===== config.mk =====
export PLATFORM = sky130hd
export DESIGN_NAME = ram_arbiter_2m_flat
export DESIGN_NICKNAME = d
export VERILOG_FILES = /design/src/rtl/ram_arbiter_2m_if.sv /design/src/rtl/ram_arbiter_2m.sv /design/src/flat_wrapper.sv
export SDC_FILE = /design/constraint.sdc
export NUM_CORES = 1
export LEC_CHECK = 0
export ABC_AREA = 0
export CORE_MARGIN = 3
export CORE_UTILIZATION = 35
export DETAILED_ROUTE_END_ITERATION = 10
export GPL_ROUTABILITY_DRIVEN = 0
export PLACE_DENSITY = 0.77
export RECOVER_POWER = 50
export SLEW_MARGIN = 20
export SYNTH_ARGS = -nofsm -noshare
export SYNTH_HDL_FRONTEND = slang
export SYNTH_SLANG_ARGS = --single-unit

===== constraint.sdc =====
create_clock -name clk -period 1.9 [get_ports clk]
set_input_delay 0.475 -clock clk [delete_from_list [all_inputs] [get_ports clk]]
set_output_delay 0.475 -clock clk [all_outputs]
set_load 0.01 [all_outputs]

===== src/rtl/ram_arbiter_2m_if.sv =====
// rtl/ram_arbiter_2m_if.sv - requester and RAM-side signal bundle for ram_arbiter_2m
interface ram_arbiter_2m_if;
    logic        m0_req;
    logic        m1_req;
    logic        m0_we;
    logic        m1_we;
    logic [7:0]  m0_addr;
    logic [7:0]  m1_addr;
    logic [31:0] m0_wdata;
    logic [31:0] m1_wdata;
    logic        m0_gnt;
    logic        m1_gnt;
    logic        m0_rvalid;
    logic        m1_rvalid;
    logic [31:0] m0_rdata;
    logic [31:0] m1_rdata;
    logic [7:0]  ram_addr;
    logic        ram_rw;
    logic [31:0] ram_din;
    logic [31:0] ram_dout;
    logic        busy;

    modport slave (
        input  m0_req, m1_req, m0_we, m1_we, m0_addr, m1_addr, m0_wdata, m1_wdata, ram_dout,
        output m0_gnt, m1_gnt, m0_rvalid, m1_rvalid, m0_rdata, m1_rdata,
               ram_addr, ram_rw, ram_din, busy
    );

    modport master (
        output m0_req, m1_req, m0_we, m1_we, m0_addr, m1_addr, m0_wdata, m1_wdata, ram_dout,
        input  m0_gnt, m1_gnt, m0_rvalid, m1_rvalid, m0_rdata, m1_rdata,
               ram_addr, ram_rw, ram_din, busy
    );
endinterface


===== src/rtl/ram_arbiter_2m.sv =====
// rtl/ram_arbiter_2m.sv - two-requester arbiter in front of a single-port synchronous RAM
module ram_arbiter_2m #(
    parameter bit RR_EN = 1'b1
) (
    input  logic               clk,
    input  logic               rst_n,
    ram_arbiter_2m_if.slave    arb_io
);

    typedef enum logic [1:0] {IDLE, ACCESS, RDATA} state_e;

    state_e      state_q;
    logic        last_grant_q;
    logic        busy_q;
    logic        m0_gnt_q;
    logic        m1_gnt_q;
    logic        m0_rvalid_q;
    logic        m1_rvalid_q;
    logic [31:0] m0_rdata_q;
    logic [31:0] m1_rdata_q;
    logic [7:0]  ram_addr_q;
    logic        ram_rw_q;
    logic [31:0] ram_din_q;

    logic        req_any;
    logic        win_d;
    logic        we_d;
    logic [7:0]  addr_d;
    logic [31:0] wdata_d;

    // win_d = 1 selects m1; contention goes to the requester not served last
    always_comb begin
        req_any = arb_io.m0_req | arb_io.m1_req;
        win_d   = arb_io.m1_req;
        if (arb_io.m0_req && arb_io.m1_req) begin
            win_d = RR_EN ? ~last_grant_q : 1'b0;
        end
        we_d    = win_d ? arb_io.m1_we    : arb_io.m0_we;
        addr_d  = win_d ? arb_io.m1_addr  : arb_io.m0_addr;
        wdata_d = win_d ? arb_io.m1_wdata : arb_io.m0_wdata;
    end

    always_ff @(posedge clk or negedge rst_n) begin
        if (!rst_n) begin
            state_q      <= IDLE;
            last_grant_q <= 1'b1;
            busy_q       <= 1'b0;
            m0_gnt_q     <= 1'b0;
            m1_gnt_q     <= 1'b0;
            m0_rvalid_q  <= 1'b0;
            m1_rvalid_q  <= 1'b0;
            m0_rdata_q   <= '0;
            m1_rdata_q   <= '0;
            ram_addr_q   <= '0;
            ram_rw_q     <= 1'b0;
            ram_din_q    <= '0;
        end else begin
            m0_gnt_q    <= 1'b0;
            m1_gnt_q    <= 1'b0;
            m0_rvalid_q <= 1'b0;
            m1_rvalid_q <= 1'b0;
            case (state_q)
                IDLE: begin
                    if (req_any) begin
                        ram_addr_q   <= addr_d;
                        ram_rw_q     <= we_d;
                        ram_din_q    <= wdata_d;
                        last_grant_q <= win_d;
                        m0_gnt_q     <= ~win_d;
                        m1_gnt_q     <= win_d;
                        busy_q       <= 1'b1;
                        state_q      <= ACCESS;
                    end
                end
                ACCESS: begin
                    // the write commits on this edge, so the enable drops right after it
                    ram_rw_q <= 1'b0;
                    if (ram_rw_q) begin
                        busy_q  <= 1'b0;
                        state_q <= IDLE;
                    end else begin
                        state_q <= RDATA;
                    end
                end
                RDATA: begin
                    if (last_grant_q) begin
                        m1_rdata_q  <= arb_io.ram_dout;
                        m1_rvalid_q <= 1'b1;
                    end else begin
                        m0_rdata_q  <= arb_io.ram_dout;
                        m0_rvalid_q <= 1'b1;
                    end
                    busy_q  <= 1'b0;
                    state_q <= IDLE;
                end
                default: begin
                    busy_q  <= 1'b0;
                    state_q <= IDLE;
                end
            endcase
        end
    end

    assign arb_io.m0_gnt    = m0_gnt_q;
    assign arb_io.m1_gnt    = m1_gnt_q;
    assign arb_io.m0_rvalid = m0_rvalid_q;
    assign arb_io.m1_rvalid = m1_rvalid_q;
    assign arb_io.m0_rdata  = m0_rdata_q;
    assign arb_io.m1_rdata  = m1_rdata_q;
    assign arb_io.ram_addr  = ram_addr_q;
    assign arb_io.ram_rw    = ram_rw_q;
    assign arb_io.ram_din   = ram_din_q;
    assign arb_io.busy      = busy_q;

endmodule


===== src/flat_wrapper.sv =====
// flat-port wrapper written by rule: the top's interface ports become plain ports
module ram_arbiter_2m_flat 
#(
    parameter bit RR_EN = 1'b1
)
  (clk, rst_n, arb_io_m0_req, arb_io_m1_req, arb_io_m0_we, arb_io_m1_we, arb_io_m0_addr, arb_io_m1_addr, arb_io_m0_wdata, arb_io_m1_wdata, arb_io_ram_dout, arb_io_m0_gnt, arb_io_m1_gnt, arb_io_m0_rvalid, arb_io_m1_rvalid, arb_io_m0_rdata, arb_io_m1_rdata, arb_io_ram_addr, arb_io_ram_rw, arb_io_ram_din, arb_io_busy);
  ram_arbiter_2m_if arb_io_i ();
  input  logic clk;
  input  logic rst_n;
  input wire logic [$bits(arb_io_i.m0_req)-1:0] arb_io_m0_req;
  input wire logic [$bits(arb_io_i.m1_req)-1:0] arb_io_m1_req;
  input wire logic [$bits(arb_io_i.m0_we)-1:0] arb_io_m0_we;
  input wire logic [$bits(arb_io_i.m1_we)-1:0] arb_io_m1_we;
  input wire logic [$bits(arb_io_i.m0_addr)-1:0] arb_io_m0_addr;
  input wire logic [$bits(arb_io_i.m1_addr)-1:0] arb_io_m1_addr;
  input wire logic [$bits(arb_io_i.m0_wdata)-1:0] arb_io_m0_wdata;
  input wire logic [$bits(arb_io_i.m1_wdata)-1:0] arb_io_m1_wdata;
  input wire logic [$bits(arb_io_i.ram_dout)-1:0] arb_io_ram_dout;
  output wire logic [$bits(arb_io_i.m0_gnt)-1:0] arb_io_m0_gnt;
  output wire logic [$bits(arb_io_i.m1_gnt)-1:0] arb_io_m1_gnt;
  output wire logic [$bits(arb_io_i.m0_rvalid)-1:0] arb_io_m0_rvalid;
  output wire logic [$bits(arb_io_i.m1_rvalid)-1:0] arb_io_m1_rvalid;
  output wire logic [$bits(arb_io_i.m0_rdata)-1:0] arb_io_m0_rdata;
  output wire logic [$bits(arb_io_i.m1_rdata)-1:0] arb_io_m1_rdata;
  output wire logic [$bits(arb_io_i.ram_addr)-1:0] arb_io_ram_addr;
  output wire logic [$bits(arb_io_i.ram_rw)-1:0] arb_io_ram_rw;
  output wire logic [$bits(arb_io_i.ram_din)-1:0] arb_io_ram_din;
  output wire logic [$bits(arb_io_i.busy)-1:0] arb_io_busy;
  assign arb_io_i.m0_req = arb_io_m0_req;
  assign arb_io_i.m1_req = arb_io_m1_req;
  assign arb_io_i.m0_we = arb_io_m0_we;
  assign arb_io_i.m1_we = arb_io_m1_we;
  assign arb_io_i.m0_addr = arb_io_m0_addr;
  assign arb_io_i.m1_addr = arb_io_m1_addr;
  assign arb_io_i.m0_wdata = arb_io_m0_wdata;
  assign arb_io_i.m1_wdata = arb_io_m1_wdata;
  assign arb_io_i.ram_dout = arb_io_ram_dout;
  assign arb_io_m0_gnt = arb_io_i.m0_gnt;
  assign arb_io_m1_gnt = arb_io_i.m1_gnt;
  assign arb_io_m0_rvalid = arb_io_i.m0_rvalid;
  assign arb_io_m1_rvalid = arb_io_i.m1_rvalid;
  assign arb_io_m0_rdata = arb_io_i.m0_rdata;
  assign arb_io_m1_rdata = arb_io_i.m1_rdata;
  assign arb_io_ram_addr = arb_io_i.ram_addr;
  assign arb_io_ram_rw = arb_io_i.ram_rw;
  assign arb_io_ram_din = arb_io_i.ram_din;
  assign arb_io_busy = arb_io_i.busy;
  ram_arbiter_2m #(.RR_EN(RR_EN)) u_core (.clk(clk), .rst_n(rst_n), .arb_io(arb_io_i));
endmodule

# Word level (Yosys, flattened, before mapping)
# Cells that the tools add are included.
# op_classes
n_bitwise,3
eq_ne,4
n_mux,20
n_reduce_logical,8
# ops
op,n
$mux W32,1
$mux W1,13
$reduce_and A2 Y1,5
$mux W8,1
$mux W2,2
$ne A2 B1 Y1 const B,2
$pmux W1 S2,2
$pmux W2 S2,1
$eq A2 B1 Y1 const B,1
$eq A2 B2 Y1 const B,1
$logic_not A2 Y1,1
$not A1 Y1,2
$reduce_bool A2 Y1,1
$logic_and A1 B1 Y1,1
$or A1 B1 Y1,1
# totals
out_inout_bits,110
inputBits,118
regBits,113

# Longest topological paths before layout
# logic_depth
ltp_word,5
ltp_mapped,5
depth_no_buf,3

# Worst setup path after synthesis
# OpenSTA, ideal clock, no wires.
# synth_timing
path_type,reg-to-reg
start,register u_core.last_grant_q
end,register u_core.ram_addr_q[2] (netlist: u_core.arb_io.ram_addr[2])
arrival_time_ns,1.490
path_stages_with_launch,6
path_buffers,2
synth_period_minus_slack_ns,1.615
path_slack_ns,0.285
cell_sequence,dfstp_2 a21bo_1 buf_6 buf_6 mux2_4 mux2_4
# synth_between
elab_chain_len,3
# synth_lines
item,line_no,rtl
start: declaration,ram_arbiter_2m.sv:13,logic last_grant_q;
start signal: assignment,ram_arbiter_2m.sv:68,last_grant_q <= win_d;
$not A1 Y1,ram_arbiter_2m.sv:36,win_d = RR_EN ? ~last_grant_q : 1'b0;
$mux W1,ram_arbiter_2m.sv:35,if (arb_io.m0_req && arb_io.m1_req) begin
$mux W8,ram_arbiter_2m.sv:39,addr_d = win_d ? arb_io.m1_addr : arb_io.m0_addr;
end signal: assignment,ram_arbiter_2m.sv:65,ram_addr_q <= addr_d;
end: declaration,ram_arbiter_2m.sv:21,logic [7:0] ram_addr_q;
# No other way between the ends.
# A chain may end at the register's enable or synchronous reset.

# Final worst setup path
# layout_timing
start,input port arb_io_m0_req
end,register u_core.ram_din_q[30] (netlist: u_core.arb_io.ram_din[30])
# layout_between
elab_chain_len,3
# layout_lines
item,line_no,rtl
start: declaration,flat_wrapper.sv:10,input wire logic [$bits(arb_io_i.m0_req)-1:0] arb_io_m0_req;
$logic_and A1 B1 Y1,ram_arbiter_2m.sv:35,
$mux W1,ram_arbiter_2m.sv:35,
$mux W32,ram_arbiter_2m.sv:40,wdata_d = win_d ? arb_io.m1_wdata : arb_io.m0_wdata;
end signal: assignment,ram_arbiter_2m.sv:67,ram_din_q <= wdata_d;
end: declaration,ram_arbiter_2m.sv:23,logic [31:0] ram_din_q;
# Parallel ways exist; a longest one is shown, timed or not.

==> results.json <==
{
  "clkSinkCount": 113,
  "grt_pass1_wl_microns": 19210,
  "n_fill_cell": 1079,
  "r2r_cells": 4,
  "hold_start": "u_core.arb_io.ram_rw$_DFFE_PN0P_",
  "cap_violations": 0,
  "r2r_slack_ns": 0.15,
  "vias_per_cell": 4.557,
  "fp.dieW_microns": 125.3,
  "status": "complete, no violations",
  "vias": 3304,
  "p_leak_nw": 3.519,
  "max_stage_delay_ns": 0.57,
  "path_delay_family": "buffers and inverters",
  "fin_crit_sh_pct": 96.77,
  "clock-root-buffer": "clkbuf_16",
  "grt_pass1_vias": 3723,
  "path_cells": "dlygate4sd3_1 > a21bo_2 > buf_12 > mux2_2 > mux2_2",
  "slowest_stage": "dlygate4sd3_1",
  "drt_wl_total_microns": 11860,
  "setup_viol": 0,
  "yosys.area_share.simple_pct": 1.004,
  "antenna_found_initial": 0,
  "io_pins": 228,
  "hold_viol": 0,
  "gr-total-overflow": 0,
  "ir_worst_vdd_v": 0.0007122,
  "syn_nets": 409,
  "cp-start-kind": "input port",
  "place_ws_ns": -0.2531,
  "multi_input_area_sq_mm": 0.002002,
  "rows": 42,
  "synth_cell_types": 22,
  "most-common-layout-cells": "225 x clkdlybuf4s50_1, 112 x dfrtp_1, 74 x mux2_4",
  "hpwl_microns": 9131,
  "clk_latency_ns": 0.39,
  "critical_path_arrival_ns": 2.11,
  "fin_util_pct": 59.35,
  "post_cts_buffers": 0,
  "path_buf_inv": 2,
  "reg2reg_to": "u_core.arb_io.ram_din[30]$_DFFE_PN0P_",
  "fin_skew_ns": 0.007263,
  "synthCells": 291,
  "die_area_sq_mm": 0.01571,
  "clockBufferDepth": 2,
  "wl_per_cell_microns": 16.36,
  "portBuffers": 227,
  "synth_area_sq_mm": 0.004984,
  "grt_max_degree": 50,
  "drive_gt1_share_pct": 34.79,
  "fin_setup_tns_ns": 0,
  "areaGrowthSynthToFinish_pct": 61.46,
  "seq_area_frac_synth_pct": 56.77,
  "final_antenna_net_count": 0,
  "clkTransAtPathRegs_ns": 0.05,
  "min_path_cells": 1,
  "htree_levels": 4,
  "synth_top_family_by_area": "multiplexers",
  "fin_ws_ns": 0.06139,
  "num_antenna_cells": 0,
  "initial_core_util_pct": 36.76,
  "synthXorXnorAreaFrac_pct": 0,
  "nets": 654,
  "regArea_sq_mm": 0.002829,
  "synth.avg_cell_area_sq_um": 17.13,
  "synth_edf_count": 0,
  "drtIter0Drc": 115,
  "critPathKind": "in2reg",
  "yosys_warnings": 0,
  "reg2reg_from": "u_core.last_grant_q$_DFFE_PN1P_",
  "drv_slew": 0,
  "dieHeight_microns": 125.3,
  "core_area_sq_mm": 0.01356,
  "postCtsHoldBufs": 1,
  "synth_compound_area_share_pct": 0.7532,
  "critical_path.max_fanout": 32,
  "min_to": "u_core.state_q[1]$_DFFE_PN0P_",
  "synth_flop_cell": "dfrtp_1",
  "numCtsBuffers": 17,
  "hold_path_class": "reg2reg",
  "fmax_ghz": 0.5439,
  "cp_data_required_time_ns": 2.17,
  "final_common_cell": "clkdlybuf4s50_1",
  "crit_top_cell": "mux2_2",
  "period_needed_ns": 1.839,
  "yosys.area_share.adder_pct": 0,
  "ys_seq_elements": 113,
  "muxShareOfSynthArea_pct": 38.51,
  "dr.pass1.iters": 3,
  "cp-end-kind": "flip-flop",
  "track_usage_pct": 15.33,
  "relSlewSlack_pct": 62.99,
  "power_density_mw_per_mm2": 1676,
  "rsz0062_at_grt": "no",
  "async_flop_share_pct": 100.0,
  "post_cts_resized": 0,
  "drc": 0,
  "worst-slew-pin-transition_ns": 0.5552,
  "cts_tree": "yes"
}
[Yosys cell counts (2+ instances only)]
cell type / n / share of area (%)
nor2_1: 2 / 0.15
mux2_2: 70 / 16
buf_2: 4 / 0.40
inv_1: 2 / 0.15
nand2_1: 2 / 0.15
buf_6: 2 / 0.45
mux2_4: 74 / 22
buf_4: 7 / 1.1
buf_8: 3 / 0.90
dfrtp_1: 112 / 56
mux2i_1: 2 / 0.40
[worst register-to-register path, stage by stage (launching register included)]
cell     delay (ns)
dfstp_2        0.57
a21bo_2        0.18
buf_12         0.24
mux2_2         0.38
mux2_2         0.27
[routing by layer]
metal  track usage [%]  up-vias  part of all wire, %
li1                  -     1530                    -
met1             18.19     1632                   40
met2             26.45      131                   52
met3             4.861       11                  6.9
met4             5.102        0                  1.2
met5                 0        -                    0
[kinds of logic (layout without fill, tap and decap cells)]
kind of cell	count (synthesis)	count (layout)
flops	113	113
mux	146	146
buf+inv	18	276
compound gates	5	5
simple gates	9	9
[worst max path at each step]
stage          depth (start not counted)                        startpoint                               endpoint  slack [ns]
5_1_grt                                1  u_core.arb_io.ram_rw$_DFFE_PN0P_                          arb_io_ram_rw        0.01
6_report                               5                     arb_io_m0_req  u_core.arb_io.ram_din[30]$_DFFE_PN0P_        0.06
2_1_floorplan                          5   u_core.last_grant_q$_DFFE_PN1P_  u_core.arb_io.ram_addr[2]$_DFFE_PN0P_        0.28
4_1_cts                                1  u_core.arb_io.ram_rw$_DFFE_PN0P_                          arb_io_ram_rw        0.05
3_3_place_gp                           5                     arb_io_m0_req   u_core.arb_io.ram_din[1]$_DFFE_PN0P_       -0.21
3_5_place_dp                           5                     arb_io_m0_req   u_core.arb_io.ram_din[0]$_DFFE_PN0P_       -0.25
[final cells by class]
cell class / instances / area share [%]
Clock buffer: 22 / 5.893
Clock inverter: 10 / 1.057
Inverter: 2 / 0.09330
Multi-Input combinational cell: 160 / 24.88
Sequential cell: 113 / 35.16
Tap cell: 176 / 2.737
Timing Repair Buffer: 242 / 30.18
[stage by stage]
| step | cell area (sq um) | std cells | total power (W) | hold slack (ns) |
|---|---|---|---|---|
| 3_3_place_gp | 7508 | 692 | 0.01056 | 0.3878 |
| 6_report | 8046 | 725 | 0.01349 | 0.4871 |
| 5_1_grt | 8046 | 725 | 0.01423 | 0.5111 |
| 4_1_cts | 8078 | 725 | 0.01372 | 0.4926 |
| 3_5_place_dp | 7508 | 692 | 0.01070 | 0.3866 |
| 2_1_floorplan | 4984 | 291 | 0.007441 | 0.1794 |
[registers in the layout, indices dropped and copies added (netlist names)]
name / count
u_core.arb_io.m0_rdata: 32
u_core.arb_io.m1_rdata: 32
u_core.arb_io.ram_din: 32
u_core.arb_io.ram_addr: 8
u_core.state_q: 2
u_core.arb_io.busy: 1
u_core.arb_io.m0_gnt: 1
u_core.arb_io.m0_rvalid: 1
u_core.arb_io.m1_gnt: 1
u_core.arb_io.m1_rvalid: 1
u_core.arb_io.ram_rw: 1
u_core.last_grant_q: 1
[report_power, final]
part           internal (W)  leakage [nW]  switching [W]
registers           0.00366          1.34       0.000686
clock network       0.00189         0.268        0.00105
logic               0.00407          1.91        0.00213
Power figures use the tool's default switching activity.
